File: config.mk
export PLATFORM = sky130hd
export DESIGN_NAME = hazard_control_unit
export DESIGN_NICKNAME = d
export VERILOG_FILES = /design/src/rtl/hazard_control_unit.sv
export SDC_FILE = /design/constraint.sdc
export NUM_CORES = 1
export LEC_CHECK = 0
export CAP_MARGIN = 20
export CORE_MARGIN = 3
export CORE_UTILIZATION = 32
export CTS_CLUSTER_DIAMETER = 150
export DETAILED_ROUTE_END_ITERATION = 7
export PLACE_DENSITY = 0.73
export SLEW_MARGIN = 20
export SYNTH_ARGS = -nofsm -noshare
export SYNTH_HDL_FRONTEND = slang
export SYNTH_SLANG_ARGS = --single-unit
File: constraint.sdc
create_clock -name clk -period 2.5 [get_ports clk]
set_input_delay 0.75 -clock clk [delete_from_list [all_inputs] [get_ports clk]]
set_output_delay 0.75 -clock clk [all_outputs]
set_load 0.01 [all_outputs]
File: src/rtl/hazard_control_unit.sv
// Stall/flush sequencer for the 5-stage RV32IM pipeline: load-use, taken redirects, M-op occupancy.
// Optional HAZARD_PERF_EN adds free-running stall/flush cycle counters.
module hazard_control_unit #(
    parameter int unsigned MUL_LATENCY = 3,
    parameter int unsigned DIV_LATENCY = 8
) (
    input  logic       clk,
    input  logic       rst,
    input  logic [4:0] id_rs1,
    input  logic [4:0] id_rs2,
    input  logic       id_uses_rs1,
    input  logic       id_uses_rs2,
    input  logic [4:0] ex_rd,
    input  logic       ex_mem_read,
    input  logic       ex_branch_taken,
    input  logic       ex_md_valid,
    input  logic       ex_md_is_div,
    output logic       pc_stall,
    output logic       if_id_stall,
    output logic       id_ex_stall,
    output logic       if_id_flush,
    output logic       id_ex_flush,
    output logic       ex_mem_bubble,
    output logic       md_done
`ifdef HAZARD_PERF_EN
    ,
    output logic [31:0] perf_stall_cnt,
    output logic [31:0] perf_flush_cnt
`endif
);

    localparam int unsigned CNT_W  = 4;
    localparam int unsigned PERF_W = 32;

    typedef enum logic [0:0] {
        ST_RUN     = 1'b0,
        ST_MD_BUSY = 1'b1
    } state_t;

    state_t             state_q;
    state_t             state_d;
    logic [CNT_W-1:0]   cnt_q;
    logic [CNT_W-1:0]   cnt_d;
    logic [CNT_W-1:0]   md_lat;
    logic               md_single;
    logic               load_use;
    logic               rs1_hit;
    logic               rs2_hit;

    // Occupancy of the M-op currently in EX, including its issue cycle
    assign md_lat    = ex_md_is_div ? CNT_W'(DIV_LATENCY) : CNT_W'(MUL_LATENCY);
    assign md_single = (md_lat == CNT_W'(1));

    // x0 never carries a real dependency
    assign rs1_hit  = id_uses_rs1 && (id_rs1 == ex_rd);
    assign rs2_hit  = id_uses_rs2 && (id_rs2 == ex_rd);
    assign load_use = ex_mem_read && (ex_rd != 5'd0) && (rs1_hit || rs2_hit);

    always_ff @(posedge clk) begin
        if (rst) begin
            state_q <= ST_RUN;
            cnt_q   <= '0;
        end else begin
            state_q <= state_d;
            cnt_q   <= cnt_d;
        end
    end

    always_comb begin
        state_d = state_q;
        cnt_d   = cnt_q;
        unique case (state_q)
            ST_RUN: begin
                if (!ex_branch_taken && ex_md_valid && !md_single) begin
                    state_d = ST_MD_BUSY;
                    cnt_d   = md_lat - CNT_W'(2);
                end
            end
            ST_MD_BUSY: begin
                if (cnt_q != '0) begin
                    cnt_d = cnt_q - CNT_W'(1);
                end else begin
                    state_d = ST_RUN;
                end
            end
            default: begin
                state_d = ST_RUN;
                cnt_d   = '0;
            end
        endcase
    end

    // Redirect beats M-op beats load-use; the busy state ignores everything but its counter
    always_comb begin
        pc_stall      = 1'b0;
        if_id_stall   = 1'b0;
        id_ex_stall   = 1'b0;
        if_id_flush   = 1'b0;
        id_ex_flush   = 1'b0;
        ex_mem_bubble = 1'b0;
        md_done       = 1'b0;
        if (!rst) begin
            unique case (state_q)
                ST_RUN: begin
                    if (ex_branch_taken) begin
                        if_id_flush = 1'b1;
                        id_ex_flush = 1'b1;
                    end else if (ex_md_valid) begin
                        if (md_single) begin
                            md_done = 1'b1;
                        end else begin
                            pc_stall      = 1'b1;
                            if_id_stall   = 1'b1;
                            id_ex_stall   = 1'b1;
                            ex_mem_bubble = 1'b1;
                        end
                    end else if (load_use) begin
                        pc_stall    = 1'b1;
                        if_id_stall = 1'b1;
                        id_ex_flush = 1'b1;
                    end
                end
                ST_MD_BUSY: begin
                    if (cnt_q != '0) begin
                        pc_stall      = 1'b1;
                        if_id_stall   = 1'b1;
                        id_ex_stall   = 1'b1;
                        ex_mem_bubble = 1'b1;
                    end else begin
                        md_done = 1'b1;
                    end
                end
                default: begin
                    pc_stall = 1'b0;
                end
            endcase
        end
    end

`ifdef HAZARD_PERF_EN
    // Cycle counters wrap naturally at 2^32
    always_ff @(posedge clk) begin
        if (rst) begin
            perf_stall_cnt <= '0;
            perf_flush_cnt <= '0;
        end else begin
            perf_stall_cnt <= perf_stall_cnt + PERF_W'(pc_stall);
            perf_flush_cnt <= perf_flush_cnt + PERF_W'(if_id_flush);
        end
    end
`endif

endmodule

[Word-level counts from Yosys, hierarchy flattened]
Cells that the tools add are included.
Storage, ports and cells
  register bits after elaboration: 5
  input bits: 23
  output and inout bits: 7
Cells by class
  $add $sub $neg: 2
  equal/unequal tests: 5
  multiplexer cells: 30
  bitwise logic cells: 1
  reduce and logical (&&, ||, !) cells: 12
Operator list (number)
  1-bit two-way mux: 22
  4-bit two-way mux: 3
  5-bit equality test: 2
  1-bit one-hot mux with 2 select lines: 4
  4-bit one-hot mux with 2 select lines: 1
  1-bit logical AND: 6
  5-bit nonzero test: 1
  4-bit by 1-bit equality test with 1-bit output, second input constant: 1
  4-bit nonzero test: 1
  4-bit by 1-bit subtractor with 4-bit output, second input constant: 1
  4-bit by 2-bit subtractor with 4-bit output, second input constant: 1
  1-bit logical NOT: 2
  2-bit by 1-bit inequality test with 1-bit output, second input constant: 1
  2-bit inequality test, second input constant: 1
  2-bit AND reduction: 1
  1-bit logical OR: 1
  1-bit NOT: 1

[Longest topological paths before layout]
  depth after elaboration: 9
  mapped depth: 7
  mapped depth without buffers: 6

[Worst setup path before layout]
No wires, ideal clock.
  path type: input port to output port
  from: in ex_rd[0]
  to: out pc_stall
  arrival: 1855 ps
  required time: 1750 ps
  slack: -105 ps
  cell stages on the path: 4
  path buffers: 1
  cell sequence: or4_1 > o21a_1 > a41o_1 > buf_4
On the way
  word-level cells in the longest chain between the ends: 9
  elaborated cells on any way between the ends: 13
RTL lines
  start, declared: line 13  | input logic [4:0] ex_rd,
  5-bit equality test, on equally long branches: line 55, 56
  1-bit logical AND, on equally long branches: line 55, 56
  1-bit logical OR: line 57  | assign load_use = ex_mem_read && (ex_rd != 5'd0) && (rs1_hit || rs2_hit);
  1-bit logical AND *: line 57
  1-bit two-way mux * (3 in series)
  1-bit one-hot mux with 2 select lines *
  1-bit two-way mux *
  end, declared: line 18  | output logic pc_stall,
Mark *: on every way between the ends. The rest lies on a longest branch, timed or not.

[Final worst setup path]
  from: in ex_rd[0]
  to: out pc_stall
On the way
  word-level cells in the longest chain between the ends: 9
  elaborated cells on any way between the ends: 13
RTL lines
  5-bit equality test, on equally long branches: line 55, 56
  1-bit logical AND, on equally long branches: line 55, 56
  1-bit logical OR: line 57
  1-bit logical AND *: line 57
  1-bit two-way mux *: line 117  | end else if (load_use) begin
  1-bit two-way mux *: line 108  | end else if (ex_md_valid) begin
  1-bit two-way mux *: line 105  | if (ex_branch_taken) begin
  1-bit one-hot mux with 2 select lines *: line 103  | unique case (state_q)
  1-bit two-way mux *: line 102  | if (!rst) begin
Marks and branches as above.

==> out/qor.txt <==
Largest net degree at the start of global routing: 8
Avg Inst Size Synth: 8.31 um^2
Post-Syn Area: 482 um^2
Post-synth EDFFs: 0
Status: finished with violations
R2R cell count: 8
Post-synthesis async set-or-reset flop share: 0%
Num rows: 13
Worst-Margin Slew: 0.199 ns
Crit-path max FO: 2
Die Y: 44.8 um
Final period util: 108%
Post-DRT Antenna Nets: 0
Post-Synthesis Cells: 58
Largest cells by area after synthesis: dfxtp_1, xnor2_1, nor2_1
Most frequent cells in the layout: buf_4, dlygate4sd2_1, xnor2_1
Warnings, synthesis: 0
Initial antenna violation count: 0
DRC Markers: 0
Vias in the first global route: 558
HP Class: register to register
Failing checks: setup timing
Fin. max-slew vios: 0
Setup violations, final: 4
Most common cell after layout, fill and taps aside: buf_4
Worst relative slew slack: 86.6%
Post-DR wirelength/cell: 13.0 um
Die area: 2010 um^2
Post-Syn Nets: 82
Post-synth top area cell: dfxtp_1
Io pins: 30
Synthesized flop and latch total: 5
Max Clk Rate: 371 MHz
Top FF cell, synth: dfxtp_1
Design Power: 0.338 mW
Total GRT Usage: 18.2%
Total CTS buffers: 3
Clock Latency Late Sink: 0.25 ns
R2R Setup Slk: 0.81 ns
Placeable core area: 1350 um^2
Hold Path Stages: 2
Setup crit start: ex_rd[0]
# port buffers: 29
Htree depth: 1
Hpwl dp: 1280 um
Skew final: 0.00356 ns
Die Wd: 44.8 um
Place WS: -0.874 ns
Yosys cell types: 29
Top cell type's share of synthesized area: 20.8%
GR Overflow Total: 0
Setup CP Type: input pin to output port
Ratio of cells with drive above 1 in the final layout: 38.5%
Pwr dens: 371 nW/um^2
Leak: 0.416 nW
Vias per cell: 4.74
Crit end category: output port
Layout area overhead: 89.1%
Reg-to-Reg End: cnt_q[2]$_SDFFE_PP0P_
RSZ-0062 raised after global routing: true
CTS tree: built
Utilization after layout: 67.5%
Final WL: 1550 um
Worst hold slack: 0.513 ns
Nets@finish: 129
Critical Path Sink: pc_stall
N_diodes: 0
Final hold violation count: 0
Startpoint types: input pin
First-pass DRT Iterations: 3
Root buf cell: clkbuf_4
Worst Path Required: 1.75 ns
First-pass GRT wire length: 2540 um
RePlAce Congestion: 0.750
Total number of vias: 564
Initial Util: 35.7%
Min Tclk post-route: 2.69 ns
Final setup margin: -0.193 ns
Drt initial violations: 5
Peak supply drop: 0.298 mV
CTS Buffer Depth: 2
CTS Hold Bufs: 0
Max_cap viols: 0
# clock sinks: 5
Clock slew at reported path FFs: 0.04 ns
R2R Path Start: cnt_q[1]$_SDFFE_PP0P_
Seq/Total Area, Yosys: 20.8%
Arrival time worst endpoint: 1.94 ns
==> cell type report <==
cell class                      count  area (um^2)
Tap cell                           15         18.8
Sequential cell                     5          100
Timing Repair Buffer               46          389
Inverter                            3         11.3
Multi-Input combinational cell     46          365
Fill cell                         120          439
Clock buffer                        4         26.3
==> metrics by stage <==
stage               std cells  instance area (um^2)  setup TNS, ns
global placement          111                   858          -4.55
CTS                       118                   883         -0.653
global route              119                   911         -0.791
detailed placement        111                   858          -4.51
floorplan                  58                   482        -0.0531
finish                    119                   911         -0.577
==> registers in the layout (all words and copies together), names as in the netlist <==
name     cells
state_q      1
cnt_q        4
==> kinds of logic after synthesis <==
logic type      after synthesis  synth area share (%)
flops                         5                  20.8
simple gates                 22                  28.3
buf+inv                       7                  8.57
fa+ha+maj                     1                  2.60
compound gates               13                  21.6
xor+xnor                     10                  18.2
==> metal layers <==
metal / track usage (%) / vias up / part of all wire [%]
met5: 0 / - / 0
met3: 5.98 / 4 / 5.6
met2: 29.2 / 15 / 49
met4: 8.77 / 0 / 2.6
met1: 21.6 / 249 / 42
li1: - / 296 / -
==> Yosys cell counts, drive strengths merged, types with 2 or more instances <==
library cell   n
a21oi          2
buf            3
dfxtp          5
inv            3
nand2          3
nand4          2
nor2           7
nor3b          2
o21ai          4
or3            3
or3b           2
xnor2         10
==> how the worst min path moves through the flow <==
stage / startpoint / to / slack (ns)
after floorplan: cnt_q[1]$_SDFFE_PP0P_ / cnt_q[1]$_SDFFE_PP0P_ / 0.46
after global placement: cnt_q[3]$_SDFFE_PP0P_ / cnt_q[3]$_SDFFE_PP0P_ / 0.48
after detailed placement: cnt_q[3]$_SDFFE_PP0P_ / cnt_q[3]$_SDFFE_PP0P_ / 0.51
after CTS: cnt_q[3]$_SDFFE_PP0P_ / cnt_q[3]$_SDFFE_PP0P_ / 0.52
after global routing: cnt_q[3]$_SDFFE_PP0P_ / cnt_q[3]$_SDFFE_PP0P_ / 0.54
final: cnt_q[3]$_SDFFE_PP0P_ / cnt_q[3]$_SDFFE_PP0P_ / 0.51
==> power by group <==
part | leakage (nW) | internal [mW] | switching [mW]
clock network | 0.0150 | 0.0606 | 0.0368
registers | 0.0410 | 0.0869 | 0.00587
logic | 0.360 | 0.0895 | 0.0587
total | 0.416 | 0.237 | 0.101
==> critical path, cell delays in order <==
cell and delay (ns):
buf_6 0.09, or4_4 0.51, o21a_1 0.20, a41o_1 0.25
buf_2 0.14
==> timing repair <==
item	in CTS	in global routing
buffers inserted	3	1
endpoints found under the setup margin	7	5
resized for setup	55	5
pin swaps	18	7
No activity file was read; power rests on OpenSTA's default activity.
